File: src/rtl/decode_issue.sv
// Decode/issue stage feeding the ALU: RV32I OP / OP-IMM decode, register file read, pending-write scoreboard.
// Latency: one cycle from accept to out_valid; a writeback is bypassed to an operand read in the same cycle.
// Backpressure: in_ready drops while the output register is held (out_valid && !out_ready) or on a RAW hazard.
//
// Ports:
//   clk, rst                   clock, synchronous active-high reset
//   in_valid/in_ready/in_instr instruction input handshake
//   out_valid/out_ready        issued-operation handshake; out_fn/out_funct7/out_a/out_b/out_rd carry it
//   wb_en/wb_rd/wb_data        writeback port: writes the register file and clears the scoreboard bit
//   illegal                    one-cycle pulse after an unsupported opcode was accepted and dropped
module decode_issue #(
    parameter int WIDTH = 32
) (
    input  logic             clk,
    input  logic             rst,
    input  logic             in_valid,
    output logic             in_ready,
    input  logic [31:0]      in_instr,
    output logic             out_valid,
    input  logic             out_ready,
    output logic [2:0]       out_fn,
    output logic [6:0]       out_funct7,
    output logic [WIDTH-1:0] out_a,
    output logic [WIDTH-1:0] out_b,
    output logic [4:0]       out_rd,
    input  logic             wb_en,
    input  logic [4:0]       wb_rd,
    input  logic [WIDTH-1:0] wb_data,
    output logic             illegal
);

    localparam logic [6:0] OPC_OP    = 7'b0110011;
    localparam logic [6:0] OPC_OPIMM = 7'b0010011;

    // Entry 0 is reset to zero and never written; reads of x0 are forced to zero anyway.
    logic [WIDTH-1:0] rf_q [32];
    logic [31:0]      pend_q, pend_d;
    logic             out_valid_q, out_valid_d;
    logic             illegal_q, illegal_d;
    logic [2:0]       fn_q;
    logic [6:0]       funct7_q;
    logic [WIDTH-1:0] a_q, b_q;
    logic [4:0]       rd_q;

    // Decode fields
    logic [6:0]        opcode;
    logic [4:0]        rs1, rs2, rd;
    logic [2:0]        fn;
    logic              is_op, is_opimm, legal;
    logic signed [11:0] imm12;
    logic [WIDTH-1:0]  imm_ext;
    logic [WIDTH-1:0]  rs1_val, rs2_val, op_b;
    logic [6:0]        funct7;
    logic              wb_hit1, wb_hit2;
    logic              haz1, haz2, hazard;
    logic              space_ok, accept, issue;

    assign opcode   = in_instr[6:0];
    assign rd       = in_instr[11:7];
    assign fn       = in_instr[14:12];
    assign rs1      = in_instr[19:15];
    assign rs2      = in_instr[24:20];
    assign is_op    = (opcode == OPC_OP);
    assign is_opimm = (opcode == OPC_OPIMM);
    assign legal    = is_op || is_opimm;

    // Size cast of a signed value sign-extends (or truncates when WIDTH < 12).
    assign imm12    = in_instr[31:20];
    assign imm_ext  = WIDTH'(imm12);

    // Writeback in the decode cycle is forwarded so a waiting consumer issues without an extra cycle.
    assign wb_hit1  = wb_en && (wb_rd == rs1);
    assign wb_hit2  = wb_en && (wb_rd == rs2);
    assign rs1_val  = (rs1 == 5'd0) ? '0 : (wb_hit1 ? wb_data : rf_q[rs1]);
    assign rs2_val  = (rs2 == 5'd0) ? '0 : (wb_hit2 ? wb_data : rf_q[rs2]);
    assign op_b     = is_op ? rs2_val : imm_ext;

    // funct7 reaches the ALU only where it selects a variant (OP, shifts). For ADDI/ANDI/etc. the
    // top immediate bits must not leak through, otherwise a negative ADDI would become a SUB.
    always_comb begin
        funct7 = 7'b0;
        if (is_op || (is_opimm && (fn == 3'b101 || fn == 3'b001))) begin
            funct7 = in_instr[31:25];
        end
    end

    // A pending source is not a hazard when its writeback lands this very cycle (bypass covers it).
    assign haz1     = pend_q[rs1] && (rs1 != 5'd0) && !wb_hit1;
    assign haz2     = is_op && pend_q[rs2] && (rs2 != 5'd0) && !wb_hit2;
    assign hazard   = haz1 || haz2;

    assign space_ok = !out_valid_q || out_ready;
    assign in_ready = !rst && space_ok && !(legal && hazard);
    assign accept   = in_valid && in_ready;
    assign issue    = accept && legal;

    // Next-state for handshake and scoreboard. Clear before set so an issue to wb_rd wins.
    always_comb begin
        out_valid_d = out_valid_q;
        if (issue) begin
            out_valid_d = 1'b1;
        end else if (out_ready) begin
            out_valid_d = 1'b0;
        end

        illegal_d = accept && !legal;

        pend_d = pend_q;
        if (wb_en) begin
            pend_d[wb_rd] = 1'b0;
        end
        if (issue && (rd != 5'd0)) begin
            pend_d[rd] = 1'b1;
        end
        pend_d[0] = 1'b0;
    end

    always_ff @(posedge clk) begin
        if (rst) begin
            out_valid_q <= 1'b0;
            illegal_q   <= 1'b0;
            pend_q      <= '0;
            fn_q        <= '0;
            funct7_q    <= '0;
            a_q         <= '0;
            b_q         <= '0;
            rd_q        <= '0;
            for (int i = 0; i < 32; i++) begin
                rf_q[i] <= '0;
            end
        end else begin
            out_valid_q <= out_valid_d;
            illegal_q   <= illegal_d;
            pend_q      <= pend_d;
            if (issue) begin
                fn_q     <= fn;
                funct7_q <= funct7;
                a_q      <= rs1_val;
                b_q      <= op_b;
                rd_q     <= rd;
            end
            if (wb_en && (wb_rd != 5'd0)) begin
                rf_q[wb_rd] <= wb_data;
            end
        end
    end

    assign out_valid  = out_valid_q;
    assign illegal    = illegal_q;
    assign out_fn     = fn_q;
    assign out_funct7 = funct7_q;
    assign out_a      = a_q;
    assign out_b      = b_q;
    assign out_rd     = rd_q;

endmodule

File: config.mk
export PLATFORM = sky130hd
export DESIGN_NAME = decode_issue
export DESIGN_NICKNAME = d
export VERILOG_FILES = /design/src/rtl/decode_issue.sv
export SDC_FILE = /design/constraint.sdc
export NUM_CORES = 2
export LEC_CHECK = 0
export CAP_MARGIN = 30
export CELL_PAD_IN_SITES_DETAIL_PLACEMENT = 2
export CELL_PAD_IN_SITES_GLOBAL_PLACEMENT = 2
export CORE_MARGIN = 4
export CORE_UTILIZATION = 35
export CTS_CLUSTER_SIZE = 24
export DETAILED_ROUTE_END_ITERATION = 16
export GPL_TIMING_DRIVEN = 1
export PLACE_DENSITY_LB_ADDON = 0.1
export RECOVER_POWER = 25
export SLEW_MARGIN = 0
export SYNTH_ARGS = -nofsm -noshare
export SYNTH_HDL_FRONTEND = slang
export SYNTH_SLANG_ARGS = --single-unit
File: constraint.sdc
create_clock -name clk -period 5.7 [get_ports clk]
set_clock_uncertainty 0.05 [all_clocks]
set_input_delay 0.57 -clock clk [delete_from_list [all_inputs] [get_ports clk]]
set_output_delay 0.57 -clock clk [all_outputs]
set_load 0.01 [all_outputs]
==> results.md <==
- Outcome: finished with violations
- Failing checks: max-capacitance violations, max-slew violations
- Peak supply drop: roughly 0.25 mV
- CP Data Required Time: approximately 6 ns
- Setup_tns: 0 ns
- Largest net degree at the start of global routing: 89
- Multi-input logic area: between 20000 and 30000 sq um
- Number of distinct library cells after synthesis: 71
- Total Power: 21.2 mW
- Crit. End Element: flop
- Core area: around 170000 sq um
- Chip Width: around 430 microns
- DR iter-0 viols: between 5000 and 6000
- Compound-cell area share of the yosys netlist: around 7%
- Post-synth EDFFs: 1024
- CP Class: in -> reg
- Psw: ~5.7 mW
- Vias post-DR: roughly 45000
- Asr flop ratio synth: 0%
- Clock insertion delay at the later pin of the skew report: 0.81 ns
- Most common flop cell mapped by yosys: edfxtp_1
- Crit Path Max Fanout: 15
- CP cell instances: clkdlybuf4s50_1 -> nand4_1 -> clkbuf_1 -> o21ai_0 -> buf_4
- Wire length of the first global-routing pass: around 400000 microns
- ANT nets after route: 0
- Via density: approximately 6.4
- Pleak: ~24 nW
- Max clock buf depth: 3
- Mean Syn Cell Area: around 13 sq um
- Hpwl dp: around 180000 microns
- RSZ-0062 raised after global routing: false
- WL final: between 200000 and 300000 microns
- Adder-Cell Fraction of Synth Area: 0%
- GPL Wtd Cong: ~0.83
- Most frequent cells in the layout: edfxtp_1, and2_1, mux2i_1
- I/O Pins: ~160
- Die height: roughly 430 microns
- # H-tree levels: 4
- Max_cap viols: 28
- Post-Synthesis Cells: 4554
- Clk slew on worst S/H paths: ~0.06 ns
- Share of layout cells above drive strength 1: between 10% and 20%
- Rows: approximately 150
- GR Overflow Total: 0
- Top cell type's share of synthesized area: 50.5%
- Clock buffers created by TritonCTS: 142
- Slowest CP cell: o21ai_0
- Setup bufs post-CTS: 0
- Internal Pwr Total: approximately 15 mW
- Reg area: approximately 33000 sq um
- Number of antenna violations at the first check in global routing: 42
- Crit path launch: wb_rd[1]
- Slew margin rel.: -99.8%
- Hold Vio Cnt, Final: 0
- Top cells by area, synth: edfxtp_1, mux4_2, and2_1
- IO buf count: approximately 160
- Die ar.: between 150000 and 200000 sq um
- Worst-Margin Slew: 2.97 ns
- Post-CTS sizing: 0
- Reg2reg start: pend_q[17]
- Pwr dens: a little over 300 nW/um^2
- Sequential share of power: a little under half
- Mux contribution to synthesized area: between 20% and 30%
- Commonest non-fill, non-tap cell in the layout: edfxtp_1
- # fillers: 17200
- Gr usage total: roughly a third
- Vias in the first global route: 46500
- Hold Path Class: in -> reg
- Min Tclk post-route: 5.07 ns
- Simple-Gate Fraction of Synth Area: approximately 15%
- Crit path largest cell delay: ~2.5 ns
- Sw Ratio: between 20% and 30%
- Final Slew Violations: about 600
- F_max: between 0.15 and 0.2 GHz
- DR DRC count: 0
- Nets: roughly 4700
- Initial core utilization: between 30 and 40%
- # hold bufs at CTS: 0
- Clock sinks: about 1100
- Share of total power in the clock network: 42.0%
- First-pass detailed-route iteration total: 6
- Crit path max-delay family: compound AO/OA/AOI/OAI gates
- Final clock period utilization by the worst path: 88.9%
- CTS Root Cell: clkbuf_16
- Syn-to-layout area delta: 15.3%
- Buf+Inv Stages, Crit Path: 3
- Synth Cell Area: ~61000 sq um
- Largest family of logic cells by synthesized area: multiplexers
- Synth area leader: edfxtp_1
- HP Start: in_instr[14]
- Post-synthesis sequential area ratio: 54.2%
- Crit path launch type: input pin
- Logic gate share of total power: 12.1%
- Post-Synth XOR/XNOR Area: less than 1%
- Yosys reg bits: around 1100
- WL/cell: ~41 microns
- Worst endpoint data arrival time: ~5.5 ns
- Final setup fails: 0
- Yosys warnings: 0
- CTS tree: yes
path summary, 6_finish.rpt:
| kind | depth (start not counted) | end | slack (ns) |
|---|---|---|---|
| hold / removal | 3 | out_fn[2] | 0.34 |
| hold reg to reg | 2 | out_a[1] | 0.41 |
| setup / recovery | 5 | rf_q[15][16] | 0.63 |
| setup reg to reg | 7 | out_rd[3] | 2.45 |
kinds of logic after synthesis:
group	after synthesis
other	1
multiplexers	779
AO/OA/AOI/OAI	594
buffers and inverters	499
flip-flops	1136
AND/OR/NAND/NOR	1535
XOR/XNOR	10
cell type report:
| class | count | area share (%) |
|---|---|---|
| Inverter | 12 | 0.0748 |
| Multi-Input combinational cell | 2950 | 37.6 |
| Clock buffer | 192 | 5.64 |
| Timing Repair Buffer | 376 | 4.87 |
| Clock inverter | 64 | 0.663 |
| Sequential cell | 1136 | 47.0 |
| Tap cell | 2310 | 4.11 |
| Antenna cell | 27 | 0.0962 |
power by group through the flow:
| stage | logic, mW | registers, mW | clock network (mW) |
|---|---|---|---|
| finish | 2.56 | 9.74 | 8.91 |
| global route | 2.64 | 9.77 | 9.36 |
| CTS | 2.55 | 9.72 | 9.01 |
| detailed placement | 2.54 | 9.89 | 0 |
| global placement | 2.50 | 9.86 | 0 |
| floorplan | 1.41 | 9.81 | 0 |
layer usage:
| layer | up-vias | track usage (%) | part of all wire, % |
|---|---|---|---|
| li1 | 17600 | - | - |
| met1 | 24500 | 42.9 | 41 |
| met2 | 2457 | 51.4 | 47 |
| met3 | 532 | 5.92 | 8.9 |
| met4 | 6 | 12.2 | 4.1 |
| met5 | - | 0 | 0.010 |
through the flow:
stage          setup slack (ns)  utilization [%]  hold WS, ns  instance area, sq um  cells
5_1_grt                   0.691             40.7        0.328                 70200   7042
6_report                  0.635             40.8        0.342                 70300   7067
3_3_place_gp               1.13             38.2        0.399                 65900   6773
2_1_floorplan              1.44                -        0.394                 61000   4585
3_5_place_dp               1.16             38.4        0.411                 66100   6784
4_1_cts                    1.16             40.9        0.274                 70600   7040
sequential cells by signal (all words and copies together) (netlist names), 3 cells and up:
name        count
out_fn          3
out_rd          5
out_a          32
out_funct7      7
rf_q         1024
out_b          32
pend_q         31
synth_stat cells, types with 15 or more instances:
master       n
buf_1       34
nand4_1     58
a22oi_1    136
dfxtp_1    112
nor3_1      27
a21oi_1     56
clkbuf_1   324
a221oi_1    56
and2_1    1020
o31ai_1     45
a31oi_1     23
mux2i_1    389
nor2_1      72
buf_2       88
nand3_1    116
mux4_2     371
o21ai_0     88
o221ai_1    21
o22ai_1     20
edfxtp_1  1024
nand2_1    177
buf_4       32
o211ai_1    20
a32oi_1     22
o311ai_0    25
mux2_2      15
a211oi_1    27
worst register-to-register path, delay by kind of cell, from the launching register on:
kind / cells / cell delay, ns
buffers and inverters: 1 / 0.43
multiplexers: 3 / 1.15
AND/OR/NAND/NOR: 2 / 0.74
flip-flops: 1 / 0.36
AO/OA/AOI/OAI: 1 / 0.41
(Power assumes the default switching activity.)
